## config.mk

```make
export PLATFORM = sky130hd
export DESIGN_NAME = otter_mc_sequencer
export DESIGN_NICKNAME = d
export VERILOG_FILES = /design/src/rtl/otter_mc_sequencer.sv
export SDC_FILE = /design/constraint.sdc
export NUM_CORES = 1
export LEC_CHECK = 0
export ABC_AREA = 1
export CORE_MARGIN = 5
export CORE_UTILIZATION = 50
export CTS_CLUSTER_DIAMETER = 200
export DETAILED_ROUTE_END_ITERATION = 7
export HOLD_SLACK_MARGIN = 0.05
export PLACE_DENSITY = 0.89
export SLEW_MARGIN = 20
export SYNTH_ARGS = -nofsm -noshare
export SYNTH_HDL_FRONTEND = slang
export SYNTH_SLANG_ARGS = --single-unit
```

## constraint.sdc

```tcl
create_clock -name CLK -period 4.81 [get_ports CLK]
set_clock_uncertainty 0.15 [all_clocks]
set_input_delay 0.962 -clock CLK [delete_from_list [all_inputs] [get_ports CLK]]
set_output_delay 0.962 -clock CLK [all_outputs]
set_load 0.02 [all_outputs]
```

## src/rtl/otter_mc_sequencer.sv

```systemverilog
// otter_mc_sequencer: multicycle control-unit sequencer for the OTTER RV32 core.
// Latency: 2 cycles per instruction (FETCH, EXEC), 3 for loads (adds WB), +1 per interrupt taken.
// Backpressure: none; the FSM free-runs and advances exactly one state per CLK edge.
//
// Ports:
//   CLK, RST_N           : clock and synchronous active-low reset
//   CU_OPCODE, CU_FUNC3  : instruction-register fields used for EXEC decoding
//   INTR, CSR_MIE        : level interrupt request and global interrupt enable
//   CU_PC_WRITE .. CU_INT_TAKEN : Moore/decoded datapath enables
//   CU_RST               : datapath reset (~RST_N)
//   CU_STATE, CU_INSTRET : current state encoding and retired-instruction counter
module otter_mc_sequencer #(
  // Value CU_INSTRET takes on reset; zero in a real core.
  parameter logic [63:0] INSTRET_RESET_VAL = 64'd0
) (
  input  logic        CLK,
  input  logic        RST_N,
  input  logic [6:0]  CU_OPCODE,
  input  logic [2:0]  CU_FUNC3,
  input  logic        INTR,
  input  logic        CSR_MIE,
  output logic        CU_PC_WRITE,
  output logic        CU_REG_WRITE,
  output logic        CU_MEM_RDEN1,
  output logic        CU_MEM_RDEN2,
  output logic        CU_MEM_WE2,
  output logic        CU_CSR_WE,
  output logic        CU_INT_TAKEN,
  output logic        CU_RST,
  output logic [1:0]  CU_STATE,
  output logic [63:0] CU_INSTRET
);

  localparam logic [6:0] OPC_LUI    = 7'b0110111;
  localparam logic [6:0] OPC_AUIPC  = 7'b0010111;
  localparam logic [6:0] OPC_JAL    = 7'b1101111;
  localparam logic [6:0] OPC_JALR   = 7'b1100111;
  localparam logic [6:0] OPC_BRANCH = 7'b1100011;
  localparam logic [6:0] OPC_LOAD   = 7'b0000011;
  localparam logic [6:0] OPC_STORE  = 7'b0100011;
  localparam logic [6:0] OPC_OP_IMM = 7'b0010011;
  localparam logic [6:0] OPC_OP     = 7'b0110011;
  localparam logic [6:0] OPC_SYSTEM = 7'b1110011;

  typedef enum logic [1:0] {
    ST_FETCH = 2'd0,
    ST_EXEC  = 2'd1,
    ST_WB    = 2'd2,
    ST_INTR  = 2'd3
  } state_t;

  state_t      state;
  state_t      next_state;
  state_t      boundary_state;
  state_t      dec_state;
  logic        pending;
  logic        intr_prev;
  logic        intr_edge;
  logic        is_load;
  logic        retire;
  logic [63:0] instret;

  assign is_load   = (CU_OPCODE == OPC_LOAD);
  assign intr_edge = INTR & ~intr_prev;

  // An instruction retires on the edge that leaves EXEC (non-load) or WB.
  assign retire = (state == ST_WB) || ((state == ST_EXEC) && !is_load);

  // Where to go at an instruction boundary: only a registered pending
  // request is serviced, so an edge seen this cycle waits one boundary.
  assign boundary_state = (pending && CSR_MIE) ? ST_INTR : ST_FETCH;

  always_comb begin
    next_state = ST_FETCH;
    unique case (state)
      ST_FETCH: next_state = ST_EXEC;
      ST_EXEC:  next_state = is_load ? ST_WB : boundary_state;
      ST_WB:    next_state = boundary_state;
      ST_INTR:  next_state = ST_FETCH;
      default:  next_state = ST_FETCH;
    endcase
  end

  always_ff @(posedge CLK) begin
    if (!RST_N) begin
      // Any in-flight instruction is dropped and a coincident INTR edge is lost.
      state     <= ST_FETCH;
      pending   <= 1'b0;
      intr_prev <= 1'b0;
      instret   <= INSTRET_RESET_VAL;
    end else begin
      state     <= next_state;
      intr_prev <= INTR;
      // A new edge takes priority over the clear on INTR entry so that
      // a request arriving exactly as one is serviced is not lost.
      if (intr_edge) begin
        pending <= 1'b1;
      end else if (next_state == ST_INTR) begin
        pending <= 1'b0;
      end
      if (retire) begin
        instret <= instret + 64'd1;
      end
    end
  end

  // During reset the enables decode as FETCH regardless of the state register.
  assign dec_state = RST_N ? state : ST_FETCH;

  always_comb begin
    CU_PC_WRITE  = 1'b0;
    CU_REG_WRITE = 1'b0;
    CU_MEM_RDEN1 = 1'b0;
    CU_MEM_RDEN2 = 1'b0;
    CU_MEM_WE2   = 1'b0;
    CU_CSR_WE    = 1'b0;
    CU_INT_TAKEN = 1'b0;
    unique case (dec_state)
      ST_FETCH: CU_MEM_RDEN1 = 1'b1;
      ST_EXEC: begin
        unique case (CU_OPCODE)
          OPC_LOAD: CU_MEM_RDEN2 = 1'b1;
          OPC_STORE: begin
            CU_MEM_WE2  = 1'b1;
            CU_PC_WRITE = 1'b1;
          end
          OPC_BRANCH: CU_PC_WRITE = 1'b1;
          OPC_LUI, OPC_AUIPC, OPC_JAL, OPC_JALR, OPC_OP, OPC_OP_IMM: begin
            CU_REG_WRITE = 1'b1;
            CU_PC_WRITE  = 1'b1;
          end
          OPC_SYSTEM: begin
            // funct3 == 0 is mret: PC update only; otherwise a CSR access.
            CU_PC_WRITE = 1'b1;
            if (CU_FUNC3 != 3'b000) begin
              CU_REG_WRITE = 1'b1;
              CU_CSR_WE    = 1'b1;
            end
          end
          // Unknown opcodes execute as a NOP that still advances the PC.
          default: CU_PC_WRITE = 1'b1;
        endcase
      end
      ST_WB: begin
        CU_REG_WRITE = 1'b1;
        CU_PC_WRITE  = 1'b1;
      end
      ST_INTR: begin
        CU_INT_TAKEN = 1'b1;
        CU_PC_WRITE  = 1'b1;
      end
      default: CU_MEM_RDEN1 = 1'b1;
    endcase
  end

  assign CU_RST     = ~RST_N;
  assign CU_STATE   = state;
  assign CU_INSTRET = instret;

endmodule

```

==> impl_metrics.csv <==
group,metric,value,unit
status,outcome,"complete, no violations",
clock_network,clkLatencyLatePin,340,ps
floorplanning,core-area,8260,um2
sta,max_slew_margin,52.4,%
flow_run,drv_cap,0,
yosys,synthTopCellsByArea,"dfxtp_1 (32%), nand2_1 (18%), nor2_1 (13%)",
placement,dp.cells,873,
clock_network,cts-root-buf,"clkbuf_8",
route,final_antenna_net_count,0,
global_route,grt_max_degree,32,
route,wirelength,12400,um
sta,min_period,4280,ps
clock_network,htreeDepth,3,
route,vias_per_cell,5.33,
yosys,synth_seq_area_share,31.9,%
yosys,avgSynthCellArea,6.18,um2
power_and_ir_drop,p_leak,1.91,nW
route,post-route-drc-count,0,
route,drt_first_pass_iters,7,
cells_and_area,layout_commonest_cell,"nand2_1",
cells_and_area,mostFrequentLayoutCells,"nand2_1 (206), nor2_1 (152), clkdlybuf4s50_1 (86), dfxtp_1 (68), inv_1 (54)",
power_and_ir_drop,power-per-cell-area,210,nW/um2
cells_and_area,instances_no_fill,887,
yosys,yosysWarnings,0,
worst_setup_path,end_kind,"output pin",
yosys,synth_top_area_cell,"dfxtp_1",
sta,finalSetupViolations,0,
sta,hold_viol_final,0,
hold_path,hold_class,"reg -> reg",
sta,setup_tns,0,ps
sta,maxSlewViolCount,0,
floorplanning,rows,33,
global_route,grt_pass1_vias,4195,
sta,worst_pin_slew,712,ps
cells_and_area,antennaDiodeCount,0,
floorplanning,start_util,51.6,%
yosys,synth_nets,709,
cells_and_area,fillers,792,
clock_network,clk_pin_slew,70,ps
worst_setup_path,cp-start-kind,"input port",
power_and_ir_drop,combPwrFrac,7.8,%
placement,dpl.hpwl,9740,um
clock_network,ctsHoldBuffers,0,
power_and_ir_drop,switchingPower,0.272,mW
worst_setup_path,critPathKind,"in -> out",
power_and_ir_drop,p_seq_share,50.4,%
yosys,synthCells,690,
clock_network,cts_tree,"yes",
cells_and_area,syn2layout_area_growth,26.7,%
clock_network,cts_buffer_depth,2,
sta,rsz0062_at_grt,"no",
floorplanning,ioPinCount,88,
route,wl_per_cell,14.0,um
clock_network,cts_buffers,9,
power_and_ir_drop,p_sw_share,24.0,%
cells_and_area,final_nets,798,
clock_network,cts_setup_buffers,0,
global_route,grt_usage,24.0,%
power_and_ir_drop,cell_internal_pwr,0.860,mW
sta,fmax,234,MHz
yosys,synth_top_cell_area_share,31.9,%
floorplanning,die_h,102,um
worst_setup_path,critical_path_arrival,3170,ps
clock_network,clock_sinks,68,
power_and_ir_drop,ir_worst_vdd,0.177,mV
yosys,synth_seq_cells,68,
route,dr_total_vias,4730,
yosys,yosys.cell_types.count,31,
placement,portBuffers,87,
cells_and_area,drive_above_1_share,8.82,%
route,drt_iter0_markers,310,
floorplanning,die_w,102,um
power_and_ir_drop,pwr-share-clk,41.8,%
worst_setup_path,cp.required,3700,ps
worst_setup_path,crit_path_max_fanout,25,
yosys,syn_area,4260,um2
floorplanning,die-area,10500,um2
sta,period_share,89.0,%
clock_network,cts_resized,0,
placement,place.gp.congestion,0.907,
global_route,grt_first_pass_wirelength,20000,um
global_route,grt_overflow,0,
global_route,grt_antenna_before_repair,0,
[cells in the mapped netlist (all sizes together)]
library cell and n:
or2 1, clkinv 1, clkbuf 1, a21boi 1, xnor2 4, ha 5, nand3 51, nand2 221
nor2 183, o21bai 1, a21oi 45, nand4 14, nor3 6, dfxtp 68, nand3b 1, xor2 4
inv 59, buf 10, o21ai 14
[critical path, cell delays in order]
cell and delay (ps):
buf_2 370, nand2_1 180, inv_1 120, ha_1 230, nand3_1 120, nor3_1 250, nor2_1 70, a21boi_0 220
clkdlybuf4s50_1 650
[logic make-up (layout without fill, tap and decap cells)]
group	after synthesis	in the layout	share of synthesized area [%]
adders and majority gates	5	5	1.47
and+or+nand+nor	477	477	50.9
AOI/OAI and AO/OA	61	61	7.28
DFF	68	68	31.9
buffers and inverters	71	163	6.81
xor gates and xnor gates	8	8	1.64
[metrics by stage]
stage                     area [um2]  utilization [%]  total power, mW  setup WS (ps)  hold slack, ps
after floorplan                 4260                -            0.646            693             249
after global placement          5210             63.1            0.669            729             256
after detailed placement        5210             63.1            0.671            610             266
after CTS                       5400             65.4             1.13            606             280
after global routing            5400             65.4             1.16            355             324
final                           5400             65.4             1.13            529             275
[flip-flops by register name (all words and copies together) (netlist names)]
register,flops
pending,1
CU_INSTRET,64
intr_prev,1
CU_STATE,2
[layout make-up]
| type | instances | area, um2 | area share [%] |
|---|---|---|---|
| multi-input combinational | 551 | 2610 | 48.4 |
| sequential | 68 | 1360 | 25.2 |
| timing repair buffer | 89 | 881 | 16.3 |
| inverter | 60 | 225 | 4.17 |
| clock buffer | 12 | 155 | 2.87 |
| tap | 105 | 131 | 2.43 |
| clock inverter | 2 | 35.0 | 0.649 |
[power groups by stage]
stage / Combinational, mW / Sequential, mW / Clock [mW]
global placement: 0.0851 / 0.583 / 0
floorplan: 0.0590 / 0.587 / 0
finish: 0.0882 / 0.571 / 0.473
detailed placement: 0.0878 / 0.584 / 0
CTS: 0.0879 / 0.571 / 0.470
global route: 0.0959 / 0.571 / 0.497
[final timing paths]
| check | start | endpoint | slack (ps) | cells past startpoint |
|---|---|---|---|---|
| max | RST_N | CU_REG_WRITE | 530 | 9 |
| min reg2reg | intr_prev$_SDFF_PN0_ | pending$_SDFFE_PN0P_ | 270 | 1 |
| max reg2reg | CU_INSTRET[1]$_SDFFE_PN0P_ | CU_INSTRET[48]$_SDFFE_PN0P_ | 2790 | 10 |
| min | intr_prev$_SDFF_PN0_ | pending$_SDFFE_PN0P_ | 270 | 1 |
[routing by layer]
metal	routed length, um	track usage [%]	vias up
met5	0	0	-
met4	238	7.87	0
met3	841	3.96	23
met2	5860	38.6	159
met1	5480	33.0	2198
li1	-	-	2350
No activity file was read; power rests on OpenSTA's default activity.
